[src/rtl/usb_rx_pkg.sv]
// Shared types and constants for the USB receive path: RCU state encoding,
// sync pattern and PID integrity helper.
package usb_rx_pkg;

  typedef enum logic [2:0] {
    IDLE,
    RCV_SYNC,
    CHK_SYNC,
    RCV_BYTE,
    STORE,
    EOP_WAIT,
    ERR_WAIT
  } rcu_state_t;

  localparam logic [7:0] SYNC_BYTE = 8'h80;

  // A PID carries its own check nibble: upper half is the complement of the lower.
  function automatic logic pid_valid(input logic [7:0] pid);
    return pid[7:4] == ~pid[3:0];
  endfunction

endpackage

[src/rtl/usb_rx_rcu.sv]
// USB RX control unit: sequences sync check, per-byte FIFO writes and EOP/error recovery.
// Outputs registered (write strobe one cycle after byte_received); no backpressure. Option: USB_RX_PID_CHECK_EN.
module usb_rx_rcu
  import usb_rx_pkg::*;
#(
  parameter int MAX_BYTES = 64,
  parameter int CNT_W     = 7
) (
  input  logic             clk,
  input  logic             rst,
  input  logic             d_edge,
  input  logic             eop,
  input  logic             shift_enable,
  input  logic             byte_received,
  input  logic [7:0]       rcv_data,
  output logic             rcving,
  output logic             w_enable,
  output logic             r_error,
  output logic             pkt_done,
  output logic [CNT_W-1:0] byte_count
);

  rcu_state_t       state, next_state;
  logic             partial;
  logic             eop_seen;
  logic [7:0]       sync_q;
  logic [CNT_W-1:0] count_inc;
  logic             pid_bad;

  assign count_inc = byte_count + 1'b1;

`ifdef USB_RX_PID_CHECK_EN
  assign pid_bad = (byte_count == '0) && !pid_valid(rcv_data);
`else
  assign pid_bad = 1'b0;
`endif

  always_comb begin
    next_state = state;
    unique case (state)
      IDLE:     if (d_edge) next_state = RCV_SYNC;
      RCV_SYNC: begin
        if (byte_received)  next_state = CHK_SYNC;
        else if (eop)       next_state = ERR_WAIT;
      end
      CHK_SYNC: next_state = (sync_q == SYNC_BYTE) ? RCV_BYTE : ERR_WAIT;
      RCV_BYTE: begin
        if (byte_received)  next_state = STORE;
        else if (eop)       next_state = partial ? ERR_WAIT : EOP_WAIT;
      end
      // The overflowing (or bad-PID) byte is still written on the way out.
      STORE: begin
        if ((count_inc == CNT_W'(MAX_BYTES)) || pid_bad) next_state = ERR_WAIT;
        else                                             next_state = RCV_BYTE;
      end
      EOP_WAIT: if (!eop && d_edge) next_state = IDLE;
      ERR_WAIT: if (eop_seen && !eop && d_edge) next_state = IDLE;
      default:  next_state = IDLE;
    endcase
  end

  always_ff @(posedge clk) begin
    if (rst) begin
      state      <= IDLE;
      rcving     <= 1'b0;
      w_enable   <= 1'b0;
      r_error    <= 1'b0;
      pkt_done   <= 1'b0;
      byte_count <= '0;
      partial    <= 1'b0;
      eop_seen   <= 1'b0;
      sync_q     <= '0;
    end else begin
      state    <= next_state;
      rcving   <= (next_state != IDLE);
      w_enable <= (next_state == STORE);
      pkt_done <= (state == EOP_WAIT) && (next_state == IDLE);
      // Error recovery needs a full EOP: remember that eop has been high since entering ERR_WAIT.
      eop_seen <= (next_state == ERR_WAIT) && (eop_seen || eop);
      if (state == RCV_SYNC && byte_received) sync_q <= rcv_data;
      if (state == IDLE && d_edge) begin
        r_error    <= 1'b0;
        byte_count <= '0;
        partial    <= 1'b0;
      end else begin
        if (next_state == ERR_WAIT) r_error <= 1'b1;
        if (state == STORE) byte_count <= count_inc;
        if (state inside {CHK_SYNC, RCV_BYTE, STORE}) begin
          if (byte_received)     partial <= 1'b0;
          else if (shift_enable) partial <= 1'b1;
        end
      end
    end
  end

endmodule

[config.mk]
export PLATFORM = sky130hd
export DESIGN_NAME = usb_rx_rcu
export DESIGN_NICKNAME = d
export VERILOG_FILES = /design/src/rtl/usb_rx_pkg.sv /design/src/rtl/usb_rx_rcu.sv
export SDC_FILE = /design/constraint.sdc
export NUM_CORES = 1
export LEC_CHECK = 0
export ABC_AREA = 1
export ABC_CLOCK_PERIOD_IN_PS = 2760
export CAP_MARGIN = 20
export CORE_UTILIZATION = 53
export DETAILED_ROUTE_END_ITERATION = 8
export MAX_ROUTING_LAYER = met4
export PLACE_DENSITY = 0.79
export RECOVER_POWER = 100
export SLEW_MARGIN = 40
export SYNTH_ARGS = -nofsm -noshare
export SYNTH_HDL_FRONTEND = slang
export SYNTH_SLANG_ARGS = --single-unit
[constraint.sdc]
create_clock -name clk -period 2.76 [get_ports clk]
set_input_delay 0.828 -clock clk [delete_from_list [all_inputs] [get_ports clk]]
set_output_delay 0.828 -clock clk [all_outputs]
set_load 0.02 [all_outputs]
==> metrics.md, run 1 <==
| Metric | Value |
|---|---|
| Status | finished, final reports clean |
| Worst hold path depth | 2 |
| Vias per cell | 5.327 |
| Yosys top cell by area | dfxtp_1 |
| Met1 usage | 0.2783 |
| Layout Nets | 216 |
| Max Clock Skew | 0.003663 ns |
| LEAKAGE | 0.6889 nW |
| Final min period | 2.305 ns |
| Critical path's slowest cell | dlygate4sd3_1 |
| Postcts setup bufs | 0 |
| Gr busiest metal | met2 |
| CTS Root Cell | clkbuf_4 |
| DRC violations left | 0 |
| Period utilization | 0.8351 |
| Initial Util | 0.5833 |
| TritonCTS Buffers | 3 |
| Routed length per instance | 11.75 um |
| Layout cells sized above 1 | 0.06533 |
| Maximum capacitance violations | 0 |
| RR Endpoint | rcving |
| WP data arrival | 1.48 ns |
| Gate Count Post-Synth | 174 |
| Worst R2R Setup Slack | 0.93 ns |
| HP Class | flip-flop to flip-flop |
| GRT Overall Usage | 0.2611 |
| Peak VDD IR | 0.0004963 V |
| Vias in the first global route | 1181 |
| CTS Buffer Depth | 2 |
| Crit-path max FO | 7 |
| Register-to-Register Path Depth | 11 |
| CORE AREA | 2042 um^2 |
| Worst-Margin Slew | 0.3497 ns |
| Clock latency on the worst-skew pair | 0.31 ns |
| Critical Path RT | 1.93 ns |
| Final ANT Viol Nets | 0 |
| Top post-synthesis cells by count | nor2_1, nand2_1, dfxtp_1, inv_1, nand3_1 |
| Footprint of the multi-input gates | 593.1 um^2 |
| Placer congestion estimate | 0.8581 |
| GRT overflow | 0 |
| Clock Sinks | 24 |
| Storage element area | 480.5 um^2 |
| Post-cts sizing count | 0 |
| Ant. Diodes | 0 |
| Area share of the largest cell type after synthesis | 0.4034 |
| Initial DRC Count | 16 |
| Syn-to-layout area delta | 23.53% |
| Post-synthesis xor/xnor area fraction | 0.01471 |
| EDFF count, synth | 0 |
| R2r startpoint | byte_count[0] |
| Worst rel slew slack | 0.7660 |
| Simple-Gate Fraction of Synth Area | 0.3603 |
| RSZ-0062 raised after global routing | no |
| Die Footprint | 2441 um^2 |
| Vias post-DR | 1204 |
| Mapped Area | 1191 um^2 |
| Layout fillers | 185 |
| Largest stage delay, worst path | 0.71 ns |
| Die Span X | 49.41 um |
| Setup TNS | 0 ns |
| Largest net degree at the start of global routing | 13 |
| Final instance area | 1471 um^2 |
| Crit Path Class | flip-flop to output pin |
| Startpoint types | flip-flop |
| Cell variety after synth | 26 |
| DP HPWL | 2.143 mm |
| Final wirelength | 2.655 mm |
| Main flop type after synthesis | dfxtp_1 |
| First-pass GRT wire length | 4.843 mm |
| Synth top area cells | dfxtp_1, nor2_1, nand2_1 |
| Fin. Hold Viols | 0 |
| Worst hold start | sync_q[6] |
| # IOs | 25 |
| Family with the most delay on the worst path | buffers and inverters |
| Crit end category | output pin |
| Grt met3 use | 0.02804 |
| Row Count | 16 |
| Mux contribution to synthesized area | 0 |
| Ys async rst share | 0 |
| Initial antenna violation count | 0 |
| Port Buf Inserts | 24 |
| Largest family of logic cells by synthesized area | simple AND/OR/NAND/NOR gates |
| Final Max Slew Viols | 0 |
| Ys Warns | 0 |
| Top-count cell post-synth | nor2_1 |
| Clk pin slew, worst setup/hold paths | 0.12 ns |
| DR pass1 iterations | 4 |
| Sequence of cells on the critical path | dlygate4sd3_1 |
| Syn nets | 189 |
| Dpl cell area | 1456 um^2 |
| Number of synthesized register bits | 24 |
| Adder-cell share of the synthesized area | 0.01050 |
| Setup violations, final | 0 |
| Mean post-synth cell area | 6.846 um^2 |
| Fmax | 433.9 MHz |
| GR Util met2 | 0.4909 |
| Hold Path End | sync_q[6] |
| CTS tree | built |
| Sequential area share after synthesis | 0.4034 |
| Critical path buffer and inverter count | 1 |
| Synth Area in Compound Gates | 0.1187 |
| Die Ht | 49.41 um |
| PwrDens | 780.5 nW/um^2 |
| H-tree lvl count | 1 |
| # hold bufs at CTS | 0 |
==> metal layers <==
metal,wire length [um],up-vias
met4,25,0
met1,1159,556
met3,76,4
li1,-,615
met5,0,-
met2,1394,29
==> sequential cells by signal (all words and copies together), names as in the netlist <==
name	count
sync_q	8
partial	1
eop_seen	1
byte_count	7
w_enable	1
r_error	1
state	3
pkt_done	1
rcving	1
==> layout make-up <==
| class | instances | share of cell area |
|---|---|---|
| multi-input combinational | 121 | 0.4031 |
| sequential | 24 | 0.3265 |
| timing repair buffer | 24 | 0.1633 |
| inverter | 27 | 0.06888 |
| tap | 27 | 0.02296 |
| clock buffer | 3 | 0.01531 |
==> how the worst max path moves through the flow <==
stage | start | to | slack, ns | cells past startpoint
floorplan | byte_count[0] | rcving | 1.07 | 11
CTS | byte_count[2] | byte_count[2] | 0.49 | 1
finish | byte_count[2] | byte_count[2] | 0.46 | 1
global placement | byte_received | sync_q[0] | 0.40 | 6
detailed placement | byte_received | sync_q[0] | 0.30 | 6
global route | byte_received | sync_q[0] | 0.35 | 6
==> metrics by stage <==
step	hold WS, ns	util	setup slack [ns]	total power, mW	std cells
after CTS	0.4693	0.7243	0.4940	1.187	226
final	0.4671	0.7206	0.4552	1.148	226
after floorplan	0.4293	-	1.071	0.8748	174
after global routing	0.5071	0.7206	0.3490	1.242	226
after detailed placement	0.4515	0.7132	0.3005	1.039	223
after global placement	0.4420	0.7132	0.4012	1.020	223
==> placed cells by master, fill, tap and decap left out, drive strengths merged, types with 2 or more instances in the layout <==
| cell | count |
|---|---|
| dlygate4sd3 | 14 |
| nand2 | 31 |
| nor3 | 6 |
| a21oi | 8 |
| a211oi | 2 |
| clkbuf | 3 |
| nand3 | 18 |
| nand4 | 2 |
| nor2 | 33 |
| inv | 26 |
| xor2 | 2 |
| clkdlybuf4s50 | 10 |
| o21ai | 13 |
| dfxtp | 24 |
==> power breakdown <==
group	total, mW	switching (mW)	internal, mW
Clock	0.148	0.0972	0.0510
Combinational	0.512	0.329	0.183
Sequential	0.488	0.0627	0.426
==> kinds of logic (layout without fill, tap and decap cells) <==
family                   after synthesis  in the layout
flip-flops                            24             24
buffers and inverters                 29             54
AO/OA/AOI/OAI                         26             26
adder cells (fa/ha/maj)                1              1
AND/OR/NAND/NOR                       92             92
XOR/XNOR                               2              2
No activity file was read; power rests on OpenSTA's default activity.
==> run 2, diff against run 1 <==
--- a/config.mk
+++ b/config.mk
@@ -6,12 +6,12 @@
 export NUM_CORES = 1
 export LEC_CHECK = 0
 export ABC_AREA = 1
-export ABC_CLOCK_PERIOD_IN_PS = 2760
+export ABC_CLOCK_PERIOD_IN_PS = 2050
 export CAP_MARGIN = 20
-export CORE_UTILIZATION = 53
+export CORE_UTILIZATION = 45
 export DETAILED_ROUTE_END_ITERATION = 8
 export MAX_ROUTING_LAYER = met4
-export PLACE_DENSITY = 0.79
+export PLACE_DENSITY = 0.72
 export RECOVER_POWER = 100
 export SLEW_MARGIN = 40
 export SYNTH_ARGS = -nofsm -noshare
==> constraint.sdc (replaced) <==
create_clock -name clk -period 2.05 [get_ports clk]
set_input_delay 0.615 -clock clk [delete_from_list [all_inputs] [get_ports clk]]
set_output_delay 0.615 -clock clk [all_outputs]
set_load 0.02 [all_outputs]
==> run 2 against run 1 <==
- non-clock buffer count rose by 6
- combinational power increased by 39%
- global-route usage shrank 4.8 points
- design area is 4.8% higher
- clock power is 140% higher
- die area grew 17%
- via count fell by 2.9%
- sequential share of layout area shrank 1.5 points
- core utilization decreased by 10 points
- cell count is 4.4% higher
- critical path depth is the same
==> metrics.md, run 2 (synthesis results as in run 1) <==
| Metric | Value |
|---|---|
| Status | finished, final reports clean |
| Family with the most delay on the worst path | buffers and inverters |
| Period utilization | 0.9729 |
| Clock Sinks | 24 (unchanged) |
| WP data arrival | 1.38 ns (-0.10 ns) |
| Crit end category | output pin |
| Crit-path max FO | 4 (-3) |
| Largest stage delay, worst path | 0.63 ns (-0.08 ns) |
| H-tree lvl count | 1 (unchanged) |
| CTS tree | built |
| Final min period | 1.994 ns |
| Initial Util | 0.4765 (-0.1069) |
| Final ANT Viol Nets | 0 (unchanged) |
| Port Buf Inserts | 24 (unchanged) |
| Vias per cell | 4.953 (-7.0%) |
| Fmax | 501.4 MHz |
| Layout fillers | 243 (+31%) |
| Worst setup path start | byte_count[0] |
| Logic pwr share | 0.417 (-0.029) |
| # hold bufs at CTS | 0 (unchanged) |
| Sequential share of power | 0.380 (-0.045) |
| Vias post-DR | 1169 (-2.9%) |
| Final wirelength | 2.604 mm (-1.9%) |
| Clock power frac | 0.203 (+0.074) |
| Most frequent cells in the layout | nor2_1, nand2_1, inv_1, dfxtp_1, clkdlybuf4s50_1 |
| First-pass GRT wire length | 4.250 mm (-12%) |
| Footprint of the multi-input gates | 590.6 um^2 (-0.42%) |
| Startpoint types | flip-flop |
| PwrDens | 1112 nW/um^2 (+42%) |
| Number of flip-flops in the largest register | 8 (unchanged) |
| DP HPWL | 2.084 mm (-2.8%) |
| Max Clock Skew | 0.004341 ns (+0.0006777 ns) |
| GRT Overall Usage | 0.2135 (-0.04762) |
| Initial antenna violation count | 0 (unchanged) |
| Setup violations, final | 0 (unchanged) |
| CORE AREA | 2500 um^2 (+22%) |
| Storage element area | 480.5 um^2 (unchanged) |
| Critical path's slowest cell | clkdlybuf4s50_1 |
| HP Class | flip-flop to flip-flop |
| Routed length per instance | 11.03 um (-6.1%) |
| Sequence of cells on the critical path | clkdlybuf4s50_1 |
| Initial DRC Count | 17 (+1) |
| # IOs | 25 (unchanged) |
| Layout Nets | 222 (+2.8%) |
| Setup TNS | 0 ns (unchanged) |
| Critical Path RT | 1.43 ns (-0.50 ns) |
| Placer congestion estimate | 0.7634 (-11%) |
| Vias in the first global route | 1039 (-12%) |
| GRT overflow | 0 (unchanged) |
| R2r startpoint | byte_count[0] |
| Final Max Slew Viols | 0 (unchanged) |
| DRC violations left | 0 (unchanged) |
| Clk pin slew, worst setup/hold paths | 0.13 ns (about the same) |
| Biggest register | sync_q |
| Sw Ratio | 0.3906 (-0.03529) |
| Critical path buffer and inverter count | 1 (unchanged) |
| CTS Buffer Depth | 2 (unchanged) |
| Worst-Margin Slew | 0.3304 ns (-0.01930 ns) |
| Largest net degree at the start of global routing | 15 (+2) |
| Psw | 0.6695 mW (+37%) |
| LEAKAGE | 0.7065 nW (+2.6%) |
| Die Span X | 53.45 um (+8.2%) |
| Syn-to-layout area delta | 29.41% |
| PnR Total Power | 1.714 mW (+49%) |
| Ant. Diodes | 0 (unchanged) |
| RSZ-0062 raised after global routing | no |
| Crit Path Class | flip-flop to output pin |
| Die Ht | 53.45 um (+8.2%) |
| Layout cells sized above 1 | 0.09709 (+0.03176) |
| Maximum capacitance violations | 0 (unchanged) |
| Row Count | 18 (+2) |
| Most common cell after layout, fill and taps aside | nor2_1 |
| Clock latency on the worst-skew pair | 0.33 ns (+0.02 ns) |
| Worst hold start | sync_q[6] |
| Worst rel slew slack | 0.7792 (+0.01320) |
| Final instance area | 1541 um^2 (+4.8%) |
| Fin. Hold Viols | 0 (unchanged) |
| TritonCTS Buffers | 3 (unchanged) |
| Peak VDD IR | 0.0007962 V (+60%) |
| DR pass1 iterations | 4 (unchanged) |
| Internal power | 1.045 mW (+58%) |
| Dpl cell area | 1505 um^2 (+3.4%) |
| Die Footprint | 2857 um^2 (+17%) |
| Biggest regs | sync_q x8, byte_count x7, state x3 |
| CTS Root Cell | clkbuf_4 |
-- run 2: metal layers --
metal  share of wire  track usage  up-vias
met1            0.45       0.2332      521
li1                -            -      623
met4          0.0096      0.07018        0
met3           0.042      0.06897        5
met5               0            -        -
met2            0.49       0.3625       20
-- run 2: worst paths after layout --
kind	cells past startpoint	endpoint	slack, ns
worst max-delay path	1	byte_count[0]	0.06
worst min-delay path	2	sync_q[6]	0.46
worst max register to register	11	rcving	0.26
worst min register to register	2	sync_q[6]	0.46
-- run 2: power groups by stage --
| stage | clock [mW] | combinational (mW) | sequential, mW |
|---|---|---|---|
| after floorplan | 0 | 0.478 | 0.700 |
| after global placement | 0 | 0.749 | 0.662 |
| after detailed placement | 0 | 0.766 | 0.663 |
| after CTS | 0.352 | 0.769 | 0.652 |
| after global routing | 0.371 | 0.802 | 0.667 |
| final | 0.348 | 0.714 | 0.652 |
-- run 2: through the flow --
step | cells | setup WS [ns] | util | hold WS, ns
floorplan | 174 | 0.3606 | - | 0.4293
global placement | 232 | -0.05745 | 0.6021 | 0.4440
detailed placement | 232 | -0.04870 | 0.6021 | 0.4458
CTS | 236 | 0.04294 | 0.6231 | 0.4641
global route | 236 | 0.001063 | 0.6166 | 0.4851
finish | 236 | 0.05566 | 0.6166 | 0.4611
-- run 2: area by class of cell --
type                            instances  area share
Tap cell                               30     0.02435
Timing Repair Buffer                   30      0.1810
Multi-Input combinational cell        121      0.3831
Clock buffer                            3     0.01461
Sequential cell                        24      0.3117
Inverter                               27     0.06575
Clock inverter                          1     0.01948
-- run 2: what timing repair did --
| item | CTS | global route |
|---|---|---|
| gates resized for setup | 0 | 1 |
| setup endpoints to repair | 0 | 1 |
| setup buffers | 0 | 0 |
